## src/rtl/des_pkg.sv

```systemverilog
// ----------------------------------------------------------------------------
// des_pkg : shared widths, IP/FP tables, permutation helpers and FSM encoding
//           for the iterative DES controller.
// Revision: 1.0
// ----------------------------------------------------------------------------
`default_nettype none

package des_pkg;

  localparam int W32 = 32;
  localparam int W48 = 48;
  localparam int W64 = 64;

  // Element [j] holds the 1-based DES source position for output vector bit j
  // (bit 63 = DES bit 1), so the first listed entry is output DES bit 1.
  typedef logic [63:0][6:0] perm_tbl_t;

  localparam perm_tbl_t IP_TBL = {
    7'd58, 7'd50, 7'd42, 7'd34, 7'd26, 7'd18, 7'd10, 7'd2,
    7'd60, 7'd52, 7'd44, 7'd36, 7'd28, 7'd20, 7'd12, 7'd4,
    7'd62, 7'd54, 7'd46, 7'd38, 7'd30, 7'd22, 7'd14, 7'd6,
    7'd64, 7'd56, 7'd48, 7'd40, 7'd32, 7'd24, 7'd16, 7'd8,
    7'd57, 7'd49, 7'd41, 7'd33, 7'd25, 7'd17, 7'd9,  7'd1,
    7'd59, 7'd51, 7'd43, 7'd35, 7'd27, 7'd19, 7'd11, 7'd3,
    7'd61, 7'd53, 7'd45, 7'd37, 7'd29, 7'd21, 7'd13, 7'd5,
    7'd63, 7'd55, 7'd47, 7'd39, 7'd31, 7'd23, 7'd15, 7'd7
  };

  localparam perm_tbl_t FP_TBL = {
    7'd40, 7'd8, 7'd48, 7'd16, 7'd56, 7'd24, 7'd64, 7'd32,
    7'd39, 7'd7, 7'd47, 7'd15, 7'd55, 7'd23, 7'd63, 7'd31,
    7'd38, 7'd6, 7'd46, 7'd14, 7'd54, 7'd22, 7'd62, 7'd30,
    7'd37, 7'd5, 7'd45, 7'd13, 7'd53, 7'd21, 7'd61, 7'd29,
    7'd36, 7'd4, 7'd44, 7'd12, 7'd52, 7'd20, 7'd60, 7'd28,
    7'd35, 7'd3, 7'd43, 7'd11, 7'd51, 7'd19, 7'd59, 7'd27,
    7'd34, 7'd2, 7'd42, 7'd10, 7'd50, 7'd18, 7'd58, 7'd26,
    7'd33, 7'd1, 7'd41, 7'd9,  7'd49, 7'd17, 7'd57, 7'd25
  };

  typedef enum logic [1:0] {
    ST_IDLE = 2'd0,
    ST_RUN  = 2'd1,
    ST_DONE = 2'd2
  } state_t;

  function automatic logic [63:0] des_permute(input logic [63:0] d, input perm_tbl_t t);
    logic [63:0] r;
    logic [6:0]  s;
    r = '0;
    for (int j = 0; j < 64; j++) begin
      s = 7'd64 - t[j[5:0]];
      r[j[5:0]] = d[s[5:0]];
    end
    return r;
  endfunction

  function automatic logic [63:0] des_ip(input logic [63:0] d);
    return des_permute(d, IP_TBL);
  endfunction

  function automatic logic [63:0] des_fp(input logic [63:0] d);
    return des_permute(d, FP_TBL);
  endfunction

endpackage

`default_nettype wire

```

## src/rtl/des_perm64.sv

```systemverilog
// ----------------------------------------------------------------------------
// des_perm64 : combinational 64-bit bit permutation selected by a table parameter.
// Revision: 1.0
// ----------------------------------------------------------------------------
`default_nettype none

module des_perm64
  import des_pkg::*;
#(
  parameter perm_tbl_t TABLE = IP_TBL
) (
  input  logic [W64-1:0] din,
  output logic [W64-1:0] dout
);

  for (genvar j = 0; j < W64; j++) begin : g_bit
    localparam logic [6:0] SRC = 7'd64 - TABLE[j];
    assign dout[j] = din[SRC[5:0]];
  end

endmodule

`default_nettype wire

```

## src/rtl/des_iter_ctrl.sv

```systemverilog
// ----------------------------------------------------------------------------
// des_iter_ctrl : sequences an external shared Round f-function through the
//                 Feistel rounds of one DES block, with IP/FP and handshakes.
// Revision: 1.0
// ----------------------------------------------------------------------------
`default_nettype none

module des_iter_ctrl
  import des_pkg::*;
#(
  parameter int F_LAT   = 1,
  parameter int NROUNDS = 16
) (
  input  logic           clk,
  input  logic           rst,
  input  logic           in_valid,
  output logic           in_ready,
  input  logic [W64-1:0] in_data,
  input  logic           in_decrypt,
  output logic           out_valid,
  input  logic           out_ready,
  output logic [W64-1:0] out_data,
  output logic           busy,
  output logic [3:0]     ks_idx,
  input  logic [W48-1:0] ks_subkey,
  output logic [W32-1:0] f_r_dat,
  output logic [W48-1:0] f_key_dat,
  input  logic [W32-1:0] f_out
);

  localparam logic [2:0] WC_LAST  = 3'(F_LAT);
  localparam logic [3:0] RND_LAST = 4'(NROUNDS - 1);

  state_t         state;
  state_t         state_nx;
  logic [W32-1:0] l_q;
  logic [W32-1:0] r_q;
  logic           dec_q;
  logic [3:0]     rnd_q;
  logic [2:0]     wcnt_q;
  logic [W64-1:0] ip_out;
  logic [W64-1:0] fp_out;
  logic           accept;
  logic           round_end;
  logic           last_round;

  des_perm64 #(.TABLE(IP_TBL)) u_ip (
    .din  (in_data),
    .dout (ip_out)
  );

  // FP sees the swapped preoutput R16||L16 of the round being completed.
  des_perm64 #(.TABLE(FP_TBL)) u_fp (
    .din  ({l_q ^ f_out, r_q}),
    .dout (fp_out)
  );

  assign accept     = (state == ST_IDLE) && in_valid;
  assign round_end  = (state == ST_RUN) && (wcnt_q == WC_LAST);
  assign last_round = round_end && (rnd_q == RND_LAST);

  always_ff @(posedge clk or posedge rst) begin
    if (rst) begin
      state <= ST_IDLE;
    end else begin
      state <= state_nx;
    end
  end

  always_comb begin
    state_nx  = state;
    in_ready  = 1'b0;
    out_valid = 1'b0;
    busy      = 1'b0;
    ks_idx    = 4'd0;
    f_r_dat   = '0;
    f_key_dat = '0;
    case (state)
      ST_IDLE: begin
        in_ready = 1'b1;
        if (in_valid) state_nx = ST_RUN;
      end
      ST_RUN: begin
        busy      = 1'b1;
        ks_idx    = dec_q ? (4'd15 - rnd_q) : rnd_q;
        f_r_dat   = r_q;
        f_key_dat = ks_subkey;
        if (last_round) state_nx = ST_DONE;
      end
      ST_DONE: begin
        busy      = 1'b1;
        out_valid = 1'b1;
        if (out_ready) state_nx = ST_IDLE;
      end
      default: state_nx = ST_IDLE;
    endcase
  end

  always_ff @(posedge clk or posedge rst) begin
    if (rst) begin
      l_q      <= '0;
      r_q      <= '0;
      dec_q    <= 1'b0;
      rnd_q    <= 4'd0;
      wcnt_q   <= 3'd0;
      out_data <= '0;
    end else if (accept) begin
      {l_q, r_q} <= ip_out;
      dec_q      <= in_decrypt;
      rnd_q      <= 4'd0;
      wcnt_q     <= 3'd0;
    end else if (state == ST_RUN) begin
      if (round_end) begin
        l_q    <= r_q;
        r_q    <= l_q ^ f_out;
        wcnt_q <= 3'd0;
        rnd_q  <= rnd_q + 4'd1;
        if (last_round) out_data <= fp_out;
      end else begin
        wcnt_q <= wcnt_q + 3'd1;
      end
    end
  end

endmodule

`default_nettype wire

```

## config.mk

```make
export PLATFORM = sky130hd
export DESIGN_NAME = des_iter_ctrl
export DESIGN_NICKNAME = d
export VERILOG_FILES = /design/src/rtl/des_pkg.sv /design/src/rtl/des_perm64.sv /design/src/rtl/des_iter_ctrl.sv
export SDC_FILE = /design/constraint.sdc
export NUM_CORES = 1
export LEC_CHECK = 0
export ABC_AREA = 0
export CORE_UTILIZATION = 45
export CTS_CLUSTER_DIAMETER = 30
export DETAILED_ROUTE_END_ITERATION = 10
export PLACE_DENSITY = 0.82
export SETUP_SLACK_MARGIN = 0.3
export SLEW_MARGIN = 20
export SYNTH_ARGS = -nofsm -noshare
export SYNTH_HDL_FRONTEND = slang
export SYNTH_HIERARCHICAL = 1
export SYNTH_SLANG_ARGS = --single-unit
```

## constraint.sdc

```tcl
create_clock -name clk -period 5.7 [get_ports clk]
set_input_delay 0.855 -clock clk [delete_from_list [all_inputs] [get_ports clk]]
set_output_delay 0.855 -clock clk [all_outputs]
set_load 0.02 [all_outputs]
```

# Word-level counts from Yosys, hierarchy flattened
# Cells that the tools add are included.
# W data, S select, Z words.
[totals]
reg_bits = 138
latchBits = 0
ramBits = 0
romBits = 0
inputBits = 149
out_inout_bits = 151
wordCells = 52
n_memories = 0
[op_classes]
n_addsub = 3
mul = 0
n_div = 0
magnitude_cmp = 0
n_eq_ne = 7
shift = 0
mux = 23
bitwise_logic = 2
reduce_logical = 10
[op_table]
columns = ["cell", "n"]
rows = [
  ["$mux W32", 7],
  ["$mux W48", 1],
  ["$xor A32 B32 Y32", 1],
  ["$mux W4", 5],
  ["$mux W3", 3],
  ["$mux W2", 3],
  ["$ne A2 B2 Y1 const B", 3],
  ["$pmux W2 S3", 1],
  ["$add A4 B1 Y4 const B", 1],
  ["$eq A4 B4 Y1 const B", 1],
  ["$reduce_and A4 Y1", 1],
  ["$reduce_bool A2 Y1", 2],
  ["$sub A4 B4 Y4 const A", 1],
  ["$add A3 B1 Y3 const B", 1],
  ["$eq A3 B1 Y1 const B", 1],
  ["$logic_and A1 B1 Y1", 3],
  ["$mux W1", 3],
  ["$reduce_and A3 Y1", 1],
  ["$eq A2 B1 Y1 const B", 1],
  ["$eq A2 B2 Y1 const B", 1],
  ["$logic_not A2 Y1", 1],
  ["$reduce_and A2 Y1", 1],
  ["$reduce_or A2 Y1", 1],
  ["$not A1 Y1", 1],
]

# Depth between registers and ports, before layout
# Gate-level depths: netlist of the first run.
[logic_depth]
word_depth = 5
depth_mapped = 9
mapped_depth_nobuf = 6

# Modules after synthesis
# The synthesis of the first run kept the hierarchy.
[modules_own_cells]
columns = ["module", "n_inst", "cells_per_inst", "area_per_inst_um2", "seq_area_each_um2"]
rows = [
  ["des_iter_ctrl", 1, 600, 6735.2, 3453.3],
  ["des_perm64", 2, 64, 480.5, 0.0],
]

# Worst setup path after synthesis of the first run
# No wires, ideal clock.
[synth_path]
path_kind = "register to output"
startpoint = "register state[1]"
endpoint = "output port f_key_dat[20]"
arrival_time_ns = 1.491
required_time_ns = 4.845
path_slack_ns = 3.354
stages_incl_launch_ff = 7
path_cell_list = "dfrtp_1 -> inv_1 -> ha_1 -> buf_2 -> clkbuf_1 -> clkbuf_1 -> and2_1"
[synth_via]
elab_chain_cells = 2
[synth_rtl]
columns = ["element", "line_no", "source"]
rows = [
  ["start: declaration", "des_iter_ctrl.sv:34", "state_t state;"],
  ["start signal: assignment", "des_iter_ctrl.sv:66", "state <= state_nx;"],
  ["$eq A2 B1 Y1", "des_iter_ctrl.sv:78", "case (state)"],
  ["$mux W48", "des_iter_ctrl.sv:78", ""],
  ["end: declaration", "des_iter_ctrl.sv:27", "output logic [W48-1:0] f_key_dat,"],
]
# No other way between the ends.

# Final worst setup path of the first run
[layout_path]
startpoint = "register state[1]"
endpoint = "output port ks_idx[1]"
[layout_via]
elab_chain_cells = 2
[layout_rtl]
columns = ["element", "line_no", "source"]
rows = [
  ["$eq A2 B1 Y1", "des_iter_ctrl.sv:78", ""],
  ["$mux W4", "des_iter_ctrl.sv:78", ""],
  ["end: declaration", "des_iter_ctrl.sv:24", "output logic [3:0] ks_idx,"],
]
# No other way between the ends.

==> results of run 1 <==
[power breakdown]
group	total [µW]	switching [µW]	internal [µW]
Combinational	1830	943	885
Clock	1070	423	650
Sequential	1470	228	1250
[cell usage after synthesis, types with 2 or more instances]
cell type,count
dfrtp_1,138
buf_4,134
and2_1,85
nand2_1,69
mux2i_1,65
o21ai_0,65
mux2_2,63
xor2_1,38
clkbuf_1,24
buf_2,10
ha_1,8
nor2_1,7
inv_1,6
mux2_1,5
a21oi_1,2
[worst max path at each step]
stage / end / slack, ns / start
2_1_floorplan: dec_q$_DFFE_PP0P_ / 1.15 / rst
3_3_place_gp: l_q[3]$_DFFE_PP0P_ / 2.31 / state[1]$_DFFE_PP0P_
3_5_place_dp: r_q[29]$_DFFE_PP0P_ / 2.21 / state[1]$_DFFE_PP0P_
4_1_cts: ks_idx[1] / 1.93 / state[1]$_DFFE_PP0P_
5_1_grt: f_r_dat[16] / 1.73 / state[1]$_DFFE_PP0P_
6_report: ks_idx[1] / 1.99 / state[1]$_DFFE_PP0P_
[worst max-delay path, stage by stage (launching register included)]
cell,delay [ns]
dfrtp_1,0.38
inv_1,0.12
ha_2,0.58
buf_4,0.50
and2_1,0.21
clkdlybuf4s50_1,0.63
[cell type report]
| class | instances | area [µm²] | area share [%] |
|---|---|---|---|
| antenna | 1 | 2.50 | 0.0239 |
| clock buffer | 24 | 492 | 4.70 |
| clock inverter | 8 | 83.8 | 0.801 |
| inverter | 6 | 27.5 | 0.263 |
| multi-input combinational | 416 | 3080 | 29.4 |
| sequential | 138 | 3450 | 33.0 |
| tap | 220 | 275 | 2.63 |
| timing repair buffer | 305 | 3050 | 29.1 |
[state kept, by name, summed over array words and instances, names as in the netlist]
name,count
dec_q,1
out_data,64
l_q,32
state,2
wcnt_q,3
rnd_q,4
r_q,32
[per-layer routing]
metal | up-vias | global-route usage [%]
met3 | 26 | 7.05
li1 | 2584 | -
met4 | 0 | 7.79
met1 | 2601 | 25.8
met5 | - | 0
met2 | 176 | 36.0
[kinds of logic (layout without fill, tap and decap cells)]
group	after synthesis	after routing	share of synthesized area (%)
AO/OA/AOI/OAI	68	68	4.47
XOR/XNOR	39	39	4.44
adder cells (fa/ha/maj)	8	8	1.30
buffers and inverters	174	343	15.2
flip-flops	138	138	44.9
multiplexers	133	133	18.4
other	0	1	0
AND/OR/NAND/NOR	168	168	11.3
[per-stage QoR]
| stage | instance area [µm²] | std cells | setup WS, ns | hold WS [ns] |
|---|---|---|---|---|
| after global routing | 10500 | 1117 | 1.73 | 0.503 |
| after floorplan | 7700 | 728 | 1.15 | 0.506 |
| after global placement | 9890 | 1085 | 2.31 | 0.469 |
| final | 10500 | 1118 | 1.99 | 0.484 |
| after CTS | 10500 | 1117 | 1.93 | 0.487 |
| after detailed placement | 9890 | 1085 | 2.21 | 0.474 |
==> summary.md, run 1 <==
| Metric | Value |
|---|---|
| Most frequent cells in the layout | 299 x clkdlybuf4s50_1, 138 x dfrtp_1, 84 x and2_1 |
| CTS tree | done |
| CTS Buf Count | 17 |
| DRT iter0 DRCs | 222 |
| Drt wl/cell | 16.1 µm |
| First-pass GRT wire length | 29400 µm |
| Final wirelength | 18000 µm |
| Post-synth cell types | 24 |
| Post-Syn Nets | 885 |
| Die W | 133 µm |
| # Post-CTS Setup Buffers | 0 |
| Resized cells post-CTS | 0 |
| Clock tree sinks | 138 |
| Power density over the cells | 418 nW/µm² |
| Crit. End Element | output pin |
| IO Count | 300 |
| Final setup fails | 0 |
| Lkg Pwr | 0.00452 µW |
| Setup TNS | 0 ns |
| Initial antenna violation count | 1 |
| Reg2Reg Setup Slack | 2.28 ns |
| Period utilization | 65.1% |
| Remaining routing DRC violations | 0 |
| Met1 WL | 7540 µm |
| CTS root buffer | clkbuf_16 |
| DP HPWL | 12700 µm |
| Netlist Area Pre-Place | 7700 µm² |
| Routed met3 length | 1310 µm |
| Hold Fails Final Rpt | 0 |
| Worst-Skew Late Latency | 0.42 ns |
| Post-synth top area share | 44.9% |
| Final worst path period need | 3.71 ns |
| Critical path class | reg2out |
| Met2 WL post-DR | 8830 µm |
| Final Core Density | 62.9% |
| Hold-fix buffers, CTS | 0 |
| Largest net degree at the start of global routing | 107 |
| Least-Margin Pin Slew | 0.988 ns |
| Hold EP | out_data[49]$_DFFE_PP0P_ |
| CP required | 4.85 ns |
| Clock Skew | 0.00932 ns |
| Vias in the first global route | 5552 |
| Final Max Tran Viols | 0 |
| MaxCap Viol Count | 0 |
| Initial core utilization | 46.2% |
| Synth-to-Final Area Change | 36.0% |
| Site Rows | 47 |
| Peak VDD IR | 0.208 mV |
| Most common cell after layout, fill and taps aside | clkdlybuf4s50_1 |
| CTS max path bufs | 2 |
| Sequential share of the synthesized area | 44.9% |
| Reg-to-reg critical path startpoint | state[1]$_DFFE_PP0P_ |
| Pre-Repair DR Iteration Count | 4 |
| CP max FO | 52 |
| Number of flops mapped to enable cells by yosys | 0 |
| Max Clk Rate | 270 MHz |
| Global route total overflow | 0 |
| Nets | 1041 |
| Synth Register Bits | 138 |
| Synth area leader | dfrtp_1 |
| Average via count per standard cell | 4.82 |
| Hold/Removal Path Class | reg2reg |
| Commonest register cell after synthesis | dfrtp_1 |
| Max transition margin | 34.2% |
| Layout cell share with drive strength beyond 1 | 11.5% |
| Synth area leaders | dfrtp_1 45%, buf_4 13%, mux2_2 9.2%, mux2i_1 8.5%, and2_1 6.9% |
| DR top layer | met4 |
| Mapped Cells | 728 |
| R2R depth | 7 |
| Yosys warnings | 6 |
| Final ANT Viol Nets | 0 |
| Syn avg cell area | 10.6 µm² |
| Ys async rst share | 100% |
| I/O Buffers | 299 |
| Hold wc startpoint | out_data[49]$_DFFE_PP0P_ |
| DR vias | 5387 |
| # fillers | 1362 |
| R2R Path End | r_q[29]$_DFFE_PP0P_ |
| Worst EP arrival | 2.85 ns |
| Clock transition at the registers of the reported paths | 0.06 ns |
| DIE AREA | 17600 µm² |
| Placer Congestion | 0.776 |
| Outcome | finished, final reports clean |
| Die H | 133 µm |
| GR Util All Layers | 21.5% |
| RSZ-0062 raised after global routing | false |
| Hold Path Stages | 1 |
| H-Tree Depth | 4 |
| Total Power | 4380 µW |
| Core Area | 16600 µm² |
| Worst setup SP type | flip-flop |
Note: power is estimated with default switching activity, not from simulation.
==> run 2: changes to the inputs <==
CORE_UTILIZATION = 40   (was 45)
PLACE_DENSITY = 0.77   (was 0.82)
clock period = 3.05 ns   (was 5.7 ns; I/O delays follow)
==> summary.md, run 2 (same netlist as run 1, synthesis figures left out) <==
| Metric | Value |
|---|---|
| Final worst path period need | 2.64 ns |
| Comb pwr share | 42.2% |
| Peak VDD IR | 0.448 mV |
| Max FFs per register | 64 |
| I/O Buffers | 299 |
| GR Util All Layers | 19.0% |
| Site Rows | 50 |
| Lkg Pwr | 0.00456 µW |
| Critical path class | reg2out |
| Average via count per standard cell | 4.72 |
| Core Area | 18800 µm² |
| Drt wl/cell | 16.1 µm |
| Hold-fix buffers, CTS | 0 |
| Power density over the cells | 775 nW/µm² |
| DRT iter0 DRCs | 171 |
| Synth-to-Final Area Change | 36.9% |
| DIE AREA | 19800 µm² |
| CP startpoint | state[1]$_DFFE_PP0P_ |
| CTS max path bufs | 2 |
| CTS tree | done |
| Reg-to-reg critical path startpoint | state[1]$_DFFE_PP0P_ |
| Worst EP arrival | 2.18 ns |
| CTS root buffer | clkbuf_16 |
| Most frequent cells in the layout | 296 x clkdlybuf4s50_1, 138 x dfrtp_1, 84 x and2_1 |
| Largest reg by FF count | out_data |
| Final setup fails | 0 |
| Final ANT Viol Nets | 0 |
| Hold Fails Final Rpt | 0 |
| Worst-Skew Late Latency | 0.41 ns |
| Clock transition at the registers of the reported paths | 0.06 ns |
| Hold wc startpoint | out_data[47]$_DFFE_PP0P_ |
| Least-Margin Pin Slew | 0.780 ns |
| Clock tree sinks | 138 |
| Vias in the first global route | 5437 |
| MaxCap Viol Count | 0 |
| Clock Skew | 0.0145 ns |
| Clk pwr share | 24.1% |
| Top Registers | out_data x64, l_q x32, r_q x32 |
| Crit path largest cell delay | 0.60 ns |
| IO Count | 300 |
| CP required | 2.59 ns |
| GR peak layer | met2 |
| GR Layer Usage met2 | 32.7% |
| Total Power | 8160 µW |
| Layout cell share with drive strength beyond 1 | 11.9% |
| Period utilization | 86.5% |
| Flop pwr share | 33.7% |
| Remaining routing DRC violations | 0 |
| Placer Congestion | 0.741 |
| DR vias | 5355 |
| Pint | 5170 µW |
| CP max FO | 73 |
| Die W | 141 µm |
| Outcome | finished, final reports clean |
| Initial antenna violation count | 0 |
| Met3 usage | 5.88% |
| Max transition margin | 48.0% |
| Final Max Tran Viols | 0 |
| DP HPWL | 12600 µm |
| Sw Pwr | 2990 µW |
| Hold/Removal Path Class | reg2reg |
| Die H | 141 µm |
| Buf/Inv on CP | 3 |
| Nets | 1044 |
| Met1 Use GR | 22.9% |
| Pre-Repair DR Iteration Count | 5 |
| Hold WS | 0.495 ns |
| Initial core utilization | 41.0% |
| Final wirelength | 18300 µm |
| Crit. End Element | output pin |
| Most common cell after layout, fill and taps aside | clkdlybuf4s50_1 |
| First-pass GRT wire length | 29300 µm |
| Delay-heaviest family, CP | buffers and inverters |
| Switch share | 36.7% |
| Max Clk Rate | 379 MHz |
| Worst setup SP type | flip-flop |
| Antenna fix cells | 0 |
| Max stage delay cell, worst path | clkdlybuf4s50_1 |
| Largest net degree at the start of global routing | 139 |
| Critical path cell sequence | inv_1 > ha_2 > buf_12 > and2_1 > clkdlybuf4s50_1 |
| Setup TNS | 0 ns |
| RSZ-0062 raised after global routing | true |
| Global route total overflow | 0 |
| CTS Buf Count | 17 |
| H-Tree Depth | 4 |
-- run 2: changes by cell type in the layout (fill, tap and decap cells not counted) --
cell and change:
dlymetal6s2s_1 +3, buf_12 +3, clkdlybuf4s50_1 -3, diode_2 -1
clkinvlp_4 +6, clkinv_4 -1, clkbuf_8 -3, clkbuf_1 -1
clkinv_2 -1
-- run 2: final timing paths --
path                       cells past startpoint                       end  slack [ns]
min in group asynchronous                      3  out_data[27]$_DFFE_PP0P_        0.58
max                                            5               f_r_dat[13]        0.41
min                                            1  out_data[47]$_DFFE_PP0P_        0.50
max in group asynchronous                      3        l_q[5]$_DFFE_PP0P_        1.84
max reg2reg                                    7  out_data[37]$_DFFE_PP0P_        0.77
min reg2reg                                    1  out_data[47]$_DFFE_PP0P_        0.50
-- run 2: power by group through the flow --
| stage | Combinational, µW | Sequential, µW | Clock [µW] |
|---|---|---|---|
| floorplan | 2730 | 2680 | 0 |
| global placement | 3430 | 2760 | 0 |
| detailed placement | 3500 | 2790 | 0 |
| CTS | 3510 | 2760 | 2030 |
| global route | 3770 | 2840 | 2100 |
| finish | 3440 | 2750 | 1970 |
-- run 2: final cells by class --
class	count	area [µm²]
multi-input combinational	416	3080
inverter	6	26.3
timing repair buffer	308	3120
sequential	138	3450
tap	234	293
clock inverter	12	116
fill	1646	8230
clock buffer	20	447
-- run 2: metal layers --
layer	wire length [µm]	vias up
li1	-	2580
met1	7940	2585
met2	9000	171
met3	1160	19
met4	216	0
met5	0	-
-- run 2: repair_timing --
item | in CTS | in global routing
buffers inserted | 0 | 0
setup endpoints to repair | 0 | 57
resized for setup | 0 | 3
-- run 2: stage by stage --
step,area [µm²],utilization (%),std cells,worst slack (ns)
finish,10500,56.1,1134,0.412
global route,10500,56.1,1134,0.262
CTS,10500,56.1,1134,0.323
detailed placement,9960,53.1,1102,0.750
global placement,9960,53.1,1102,0.802
floorplan,7700,-,728,0.871
